==> config.mk <==
export PLATFORM = sky130hd
export DESIGN_NAME = soc_bus_fabric
export DESIGN_NICKNAME = d
export VERILOG_FILES = /design/src/rtl/soc_bus_fabric.sv
export SDC_FILE = /design/constraint.sdc
export NUM_CORES = 1
export LEC_CHECK = 0
export BUFFER_PORTS_ARGS = -buffer_cell sky130_fd_sc_hd__buf_2
export CAP_MARGIN = 5
export CORE_AREA = 2 2 160 162
export CTS_CLUSTER_SIZE = 25
export DETAILED_ROUTE_END_ITERATION = 10
export DIE_AREA = 0 0 162 164
export PLACE_DENSITY = 0.44
export SYNTH_ARGS = -nofsm -noshare
export SYNTH_HDL_FRONTEND = slang
export SYNTH_SLANG_ARGS = --single-unit
==> constraint.sdc <==
create_clock -name clk_i -period 5.3 [get_ports clk_i]
set_clock_uncertainty 0.2 [all_clocks]
set_input_delay 1.06 -clock clk_i [delete_from_list [all_inputs] [get_ports clk_i]]
set_output_delay 1.06 -clock clk_i [all_outputs]
set_load 0.005 [all_outputs]
==> src/rtl/soc_bus_fabric.sv <==
// Single-master bus fabric: region decode, per-slave wait states, byte swap, comb/registered read mux.
// Optional unmapped-write error capture is built when the SOC_BUS_ERR_EN macro is defined.
module soc_bus_fabric #(
    parameter int                NSLV       = 4,
    parameter logic [4*NSLV-1:0] SLV_REGION = {4'h0, 4'h4, 4'he, 4'hf},
    parameter logic [4*NSLV-1:0] SLV_WAIT   = 16'h0000,
    parameter logic [NSLV-1:0]   SLV_COMB   = 4'b0010,
    parameter logic [NSLV-1:0]   SLV_SWAP   = 4'b0010
) (
    input  logic                 clk_i,
    input  logic                 rst_ni,
    input  logic [31:0]          m_addr_i,
    input  logic [31:0]          m_wdata_i,
    input  logic [3:0]           m_we_i,
    output logic [31:0]          m_rdata_o,
    output logic                 m_stall_o,
    output logic [NSLV-1:0]      s_sel_o,
    output logic [4*NSLV-1:0]    s_we_o,
    output logic [32*NSLV-1:0]   s_wdata_o,
    input  logic [32*NSLV-1:0]   s_rdata_i,
    input  logic                 err_clr_i,
    output logic                 err_o,
    output logic [31:0]          err_addr_o
);

    typedef enum logic {ST_IDLE, ST_WAIT} state_e;

    function automatic logic [31:0] swap_if(input logic en, input logic [31:0] d);
        return en ? {d[7:0], d[15:8], d[23:16], d[31:24]} : d;
    endfunction

    // Nibble 0 is the most significant nibble of the flattened vector.
    function automatic logic [3:0] nibble(input logic [4*NSLV-1:0] v, input int k);
        return v[4*(NSLV-1-k) +: 4];
    endfunction

    state_e          state_q, state_d;
    logic [3:0]      cnt_q, cnt_d;
    logic [NSLV-1:0] lat_q, lat_d;
    logic [NSLV-1:0] sel_dly_q, sel_dly_d;
    logic [NSLV-1:0] hit;
    logic [NSLV-1:0] cur_sel;
    logic [3:0]      hit_wait;
    logic            stall;
    logic            comb_hit;
    logic [31:0]     rd_comb;
    logic [31:0]     rd_reg;

    // Descending scan so the lowest-numbered slave wins on duplicate regions.
    always_comb begin
        hit      = '0;
        hit_wait = '0;
        for (int k = NSLV - 1; k >= 0; k--) begin
            if (m_addr_i[31:28] == nibble(SLV_REGION, k)) begin
                hit      = '0;
                hit[k]   = 1'b1;
                hit_wait = nibble(SLV_WAIT, k);
            end
        end
    end

    always_comb begin
        state_d = state_q;
        cnt_d   = cnt_q;
        lat_d   = lat_q;
        stall   = 1'b0;
        case (state_q)
            ST_IDLE: begin
                if (hit_wait != 4'd0) begin
                    stall   = 1'b1;
                    state_d = ST_WAIT;
                    cnt_d   = hit_wait - 4'd1;
                    lat_d   = hit;
                end
            end
            ST_WAIT: begin
                if (cnt_q != 4'd0) begin
                    stall = 1'b1;
                    cnt_d = cnt_q - 4'd1;
                end else begin
                    state_d = ST_IDLE;
                end
            end
            default: state_d = ST_IDLE;
        endcase
    end

    // While waiting, the slave latched on entry owns the bus regardless of the address.
    assign cur_sel   = (state_q == ST_WAIT) ? lat_q : hit;
    assign sel_dly_d = stall ? sel_dly_q : cur_sel;
    assign m_stall_o = stall;
    assign s_sel_o   = cur_sel;

    always_ff @(posedge clk_i or negedge rst_ni) begin
        if (!rst_ni) begin
            state_q   <= ST_IDLE;
            cnt_q     <= '0;
            lat_q     <= '0;
            sel_dly_q <= '0;
        end else begin
            state_q   <= state_d;
            cnt_q     <= cnt_d;
            lat_q     <= lat_d;
            sel_dly_q <= sel_dly_d;
        end
    end

    always_comb begin
        s_we_o    = '0;
        s_wdata_o = '0;
        rd_comb   = '0;
        rd_reg    = '0;
        comb_hit  = 1'b0;
        for (int k = 0; k < NSLV; k++) begin
            s_wdata_o[32*k +: 32] = swap_if(SLV_SWAP[k], m_wdata_i);
            if (cur_sel[k] && !stall) begin
                s_we_o[4*k +: 4] = m_we_i;
            end
            if (cur_sel[k] && SLV_COMB[k]) begin
                rd_comb  = rd_comb | swap_if(SLV_SWAP[k], s_rdata_i[32*k +: 32]);
                comb_hit = 1'b1;
            end
            if (sel_dly_q[k]) begin
                rd_reg = rd_reg | swap_if(SLV_SWAP[k], s_rdata_i[32*k +: 32]);
            end
        end
        m_rdata_o = comb_hit ? rd_comb : rd_reg;
    end

`ifdef SOC_BUS_ERR_EN
    logic        err_q, err_d;
    logic [31:0] err_addr_q, err_addr_d;
    logic        unmapped_wr;

    assign unmapped_wr = (state_q == ST_IDLE) && (hit == '0) && (m_we_i != 4'h0);

    // A clear coinciding with a new error leaves the new error (and its address) captured.
    always_comb begin
        err_d      = err_q;
        err_addr_d = err_addr_q;
        if (unmapped_wr) begin
            err_d = 1'b1;
            if (!err_q || err_clr_i) begin
                err_addr_d = m_addr_i;
            end
        end else if (err_clr_i) begin
            err_d      = 1'b0;
            err_addr_d = '0;
        end
    end

    always_ff @(posedge clk_i or negedge rst_ni) begin
        if (!rst_ni) begin
            err_q      <= 1'b0;
            err_addr_q <= '0;
        end else begin
            err_q      <= err_d;
            err_addr_q <= err_addr_d;
        end
    end

    assign err_o      = err_q;
    assign err_addr_o = err_addr_q;
`else
    logic unused_err;
    assign unused_err = ^{err_clr_i, m_addr_i[27:0]};
    assign err_o      = 1'b0;
    assign err_addr_o = '0;
`endif

endmodule
======== Word-level counts from Yosys, hierarchy flattened ========
Index checks and enable logic that the tools add are counted.
operators by class
  add/sub/neg operators ................... 1
  multipliers ............................. 0
  div/mod/pow operators ................... 0
  magnitude comparators ................... 0
  equal/unequal tests ..................... 4
  shift-type cells ........................ 0
  multiplexer cells ....................... 20
  bitwise gates (word level) .............. 4
  reductions and logical operators ........ 8
operators by type and width
  operator                                               number
  2-to-1 mux 32 bit                                      6
  OR 32 bit                                              3
  2-to-1 mux 4 bit                                       11
  == test 4 bit, second input constant                   2
  == test 4 x 3 -> 1 bit, second input constant          1
  logical AND 1 bit                                      4
  logical NOT 4 bit                                      1
  nonzero test 4 bit                                     1
  subtractor 4 x 1 -> 4 bit, second input constant       1
  2-to-1 mux 1 bit                                       2
  inequality test 2 x 1 -> 1 bit, second input constant  1
  one-hot mux 1 bit (2 select lines)                     1
  AND reduction 2 bit                                    1
  logical NOT 1 bit                                      1
  NOT 1 bit                                              1
storage, ports and cells
  register bits ........................... 9
  latch bits .............................. 0
  memory bits (writable) .................. 0
  memory bits (read-only) ................. 0
  input port bits ......................... 199
  output and inout port bits .............. 214
  memories ................................ 0

======== Longest topological paths before layout ========
  depth after elaboration ................. 8
  mapped depth ............................ 6
  depth with buffers taken out ............ 5

======== Least setup slack after synthesis ========
No wires, ideal clock.
  path type ............................... input-to-output
  start ................................... input port m_addr_i[29]
  end ..................................... output port s_sel_o[1]
  arrival ................................. 1989 ps
  setup slack ............................. 2051 ps
  cell stages on the path ................. 4
  buffers on the path ..................... 2
  path through ............................ or4_4 nor2_8 buf_6 buf_4
between the ends
  cells in the longest elaborated chain, start to end .. 5
ends and longest elaborated chain
  element                         RTL line  source
  start, declared                 12        input logic [31:0] m_addr_i,
  == test 4 bit                   54        if (m_addr_i[31:28] == nibble(SLV_REGION, k)) begin
  2-to-1 mux 4 bit (2 in series)  54
  2-to-1 mux 4 bit (*)            54
  2-to-1 mux 4 bit (*)            89        assign cur_sel = (state_q == ST_WAIT) ? lat_q : hit;
  end, declared                   17        output logic [NSLV-1:0] s_sel_o,
Every way passes the cells marked *; elsewhere a longest branch is shown, timed or not.

======== Final worst setup path ========
  start ................................... input port m_addr_i[29]
  end ..................................... output port m_rdata_o[14]
between the ends
  cells in the longest elaborated chain, start to end .. 7
ends and longest elaborated chain
  element                                                RTL line  source
  == test 4 bit                                          54
  2-to-1 mux 4 bit (2 in series)                         54
  2-to-1 mux 4 bit (*)                                   54
  2-to-1 mux 4 bit (*)                                   89
  2-to-1 mux 32 bit or 2-to-1 mux 1 bit (tied branches)  119       if (cur_sel[k] && SLV_COMB[k]) begin
  2-to-1 mux 32 bit (*)                                  127       m_rdata_o = comb_hit ? rd_comb : rd_reg;
  end, declared                                          15        output logic [31:0] m_rdata_o,
Marked as above.

==> metrics.txt <==
result of the run=complete, no violations; power share of the clock group=0.400; RSZ-0062 raised after global routing=no; total number of H-tree levels=1; Cell Area, Synth=0.00246 mm²; data arrival at the endpoint of the critical path=2.60 ns; Total Die Area=0.0266 mm²; transition time at the pin with the least slew margin=0.805 ns; peak clock frequency supported by timing=259 MHz; Net Switching=0.0000958 W; Post-layout nets=550; Clk pin slew, worst setup/hold paths=0.04 ns; Initial Utilization=0.0992; global-route wire length before repair=12800 µm; most instantiated library cell after synthesis=buf_4; buffer type at the clock tree root=clkbuf_16; clock latency of the later-clocked register in the worst-skew pair=0.23 ns; via count of the routed design=2257; number of buffers inserted by hold repair at cts=0; number of buffer cells added on primary ports=190; clock tree from TritonCTS=built; first-pass iteration count of the detailed router=5; Setup crit start=m_addr_i[29]; count of cells resized by post-cts repair=0; Static Leakage=1.44 nW; count of placed standard cells in the final layout, fillers left out=680; global router's overall resource usage=0.0644; maximum count of clock buffers along a single path=2; antenna violations before repair=1; Placeable Area=0.0248 mm²; critical hold path startpoint=cnt_q[3]$_DFFE_PN0P_; required time reported for the critical path endpoint=4.04 ns; Crit Path Category=in2out; flops & latches, synth=9; Rel. slew slack=0.464; Period minus WS final=3.86 ns; async set or reset register ratio after synthesis=1.00; top cells by area, synth=buf_4 50%, a222oi_1 13%, o2bb2ai_1 11%; area fraction of the dominant cell type after synthesis=0.503; portion of total power attributed to sequential cells=0.218; reg-to-reg slack, setup=3.33 ns; path category of the worst min-delay check=reg2reg; die width=162 µm; Yosys warnings=0; Cell Int Power=0.000238 W; number of max-capacitance violations reported=0; layout-stage area growth over the synthesis result=11.7%; beginning of the worst register-to-register path=state_q$_DFF_PN0_; Peak supply drop=0.0713 mV; average detailed-routed wire length per instance=13.9 µm; vertical extent of the die=164 µm; Routed Antenna Nets=0; count of final hold-check violations=0; Total Wirelength=9480 µm; CP Max Fanout=34; final setup TNS=0 ns; number of placed instances, taps included=675; pin count of the biggest net entering global routing=35; Finished Core Util=0.111; share of the clock period used by the worst path after layout=0.729; IO Count=413; initial DRC count=137; power per unit of standard cell area=121 mW/mm²; GRT overflow=0; count of final setup violators=0; Post-Synthesis Cells=298; Post-CTS Setup Bufs=0; residual DRC count=0; CP endpoint kind=output pin; Comb power frac=0.382; number of enable flip-flop cells after synthesis=0; register area share after synthesis=0.0915; Mapped Avg Cell Area=8.26 µm²; largest area contributor in the synthesized netlist=buf_4; kind of start point of the critical path=input pin; fraction of final layout cells sized beyond drive strength 1=0.585; cell area after layout=0.00275 mm²; number of global-route vias before repair=2091; number of unique standard cell types used by synthesis=27; GPL Wtd Cong=0.696; cell types with the highest counts after synthesis=165 x buf_4, 32 x a222oi_1, 32 x o2bb2ai_1; detailed placer's ending HPWL=7680 µm; clk sink count=9; Most used DFF post-synth=dfrtp_1; DP Area=0.00267 mm²; sw frac=0.287; total CTS buffers=3; vias per cell=3.32; count of pins over their slew limit=0; placement row count=58
layout make-up:
class	count	area, µm²
repair buffers	196	996
multi-input cells	137	1020
flip-flops and latches	9	225
fillers	2930	22100
diodes	1	2.50
well taps	330	413
clock buffers	4	78.8
inverters	3	11.3
layer usage:
layer	global-route usage	share of wire
met1	0.0829	0.40
met2	0.0940	0.43
met3	0.0179	0.12
met4	0.0418	0.057
met5	0	0
cells by family after synthesis:
| family | Yosys count | synth area share |
|---|---|---|
| AO/OA/AOI/OAI | 71 | 0.263 |
| XOR/XNOR | 2 | 0.00712 |
| adder cells (fa/ha/maj) | 1 | 0.00508 |
| buffers and inverters | 184 | 0.542 |
| flip-flops | 9 | 0.0915 |
| multiplexers | 1 | 0.00457 |
| other | 1 | 0.00152 |
| AND/OR/NAND/NOR | 29 | 0.0854 |
power by group through the flow:
stage                     combinational, W  clock, W  sequential (W)
after floorplan                   0.000143         0       0.0000709
after global placement            0.000128         0       0.0000738
after detailed placement          0.000129         0       0.0000739
after CTS                         0.000130  0.000136       0.0000729
after global routing              0.000143  0.000140       0.0000730
final                             0.000128  0.000133       0.0000728
cell usage in the layout (no fill, tap or decap):
cell type,instances
a21o_1,5
a21oi_1,2
a222oi_1,32
and2_1,9
and3_1,9
buf_2,190
buf_4,6
clkbuf_1,1
clkbuf_16,3
conb_1,33
dfrtp_1,9
diode_2,1
ha_1,1
inv_1,3
mux2_2,1
nand2_1,1
nand3_1,1
nor2_1,1
nor2_8,1
nor2b_1,1
nor3_1,2
nor3b_1,1
nor4_4,1
o2bb2ai_1,32
or3b_2,1
or4_4,1
xnor2_1,1
xor2_1,1
critical path: stages:
cell	delay (ns)
buf_2	0.12
or4_4	0.56
nor2_8	0.50
o2bb2ai_1	0.18
buf_2	0.16
sequential cells by signal, indices dropped and copies added (netlist names):
register / cells
cnt_q: 4
state_q: 1
sel_dly_q: 4
metrics by stage:
| stage | worst slack (ns) | total power, W | hold slack [ns] |
|---|---|---|---|
| final | 1.44 | 0.000334 | 0.281 |
| after global routing | 1.32 | 0.000356 | 0.290 |
| after CTS | 1.41 | 0.000339 | 0.282 |
| after detailed placement | 1.41 | 0.000203 | 0.273 |
| after global placement | 1.41 | 0.000202 | 0.263 |
| after floorplan | 2.05 | 0.000214 | 0.248 |
final timing paths:
kind | end | cells past startpoint
worst max-delay path | m_rdata_o[14] | 5
worst min-delay path | cnt_q[3]$_DFFE_PN0P_ | 1
min in group asynchronous | sel_dly_q[2]$_DFFE_PN0N_ | 1
worst min register to register | cnt_q[3]$_DFFE_PN0P_ | 1
max in group asynchronous | sel_dly_q[3]$_DFFE_PN0N_ | 1
worst max register to register | sel_dly_q[1]$_DFFE_PN0N_ | 3
Note: power is estimated with default switching activity, not from simulation.
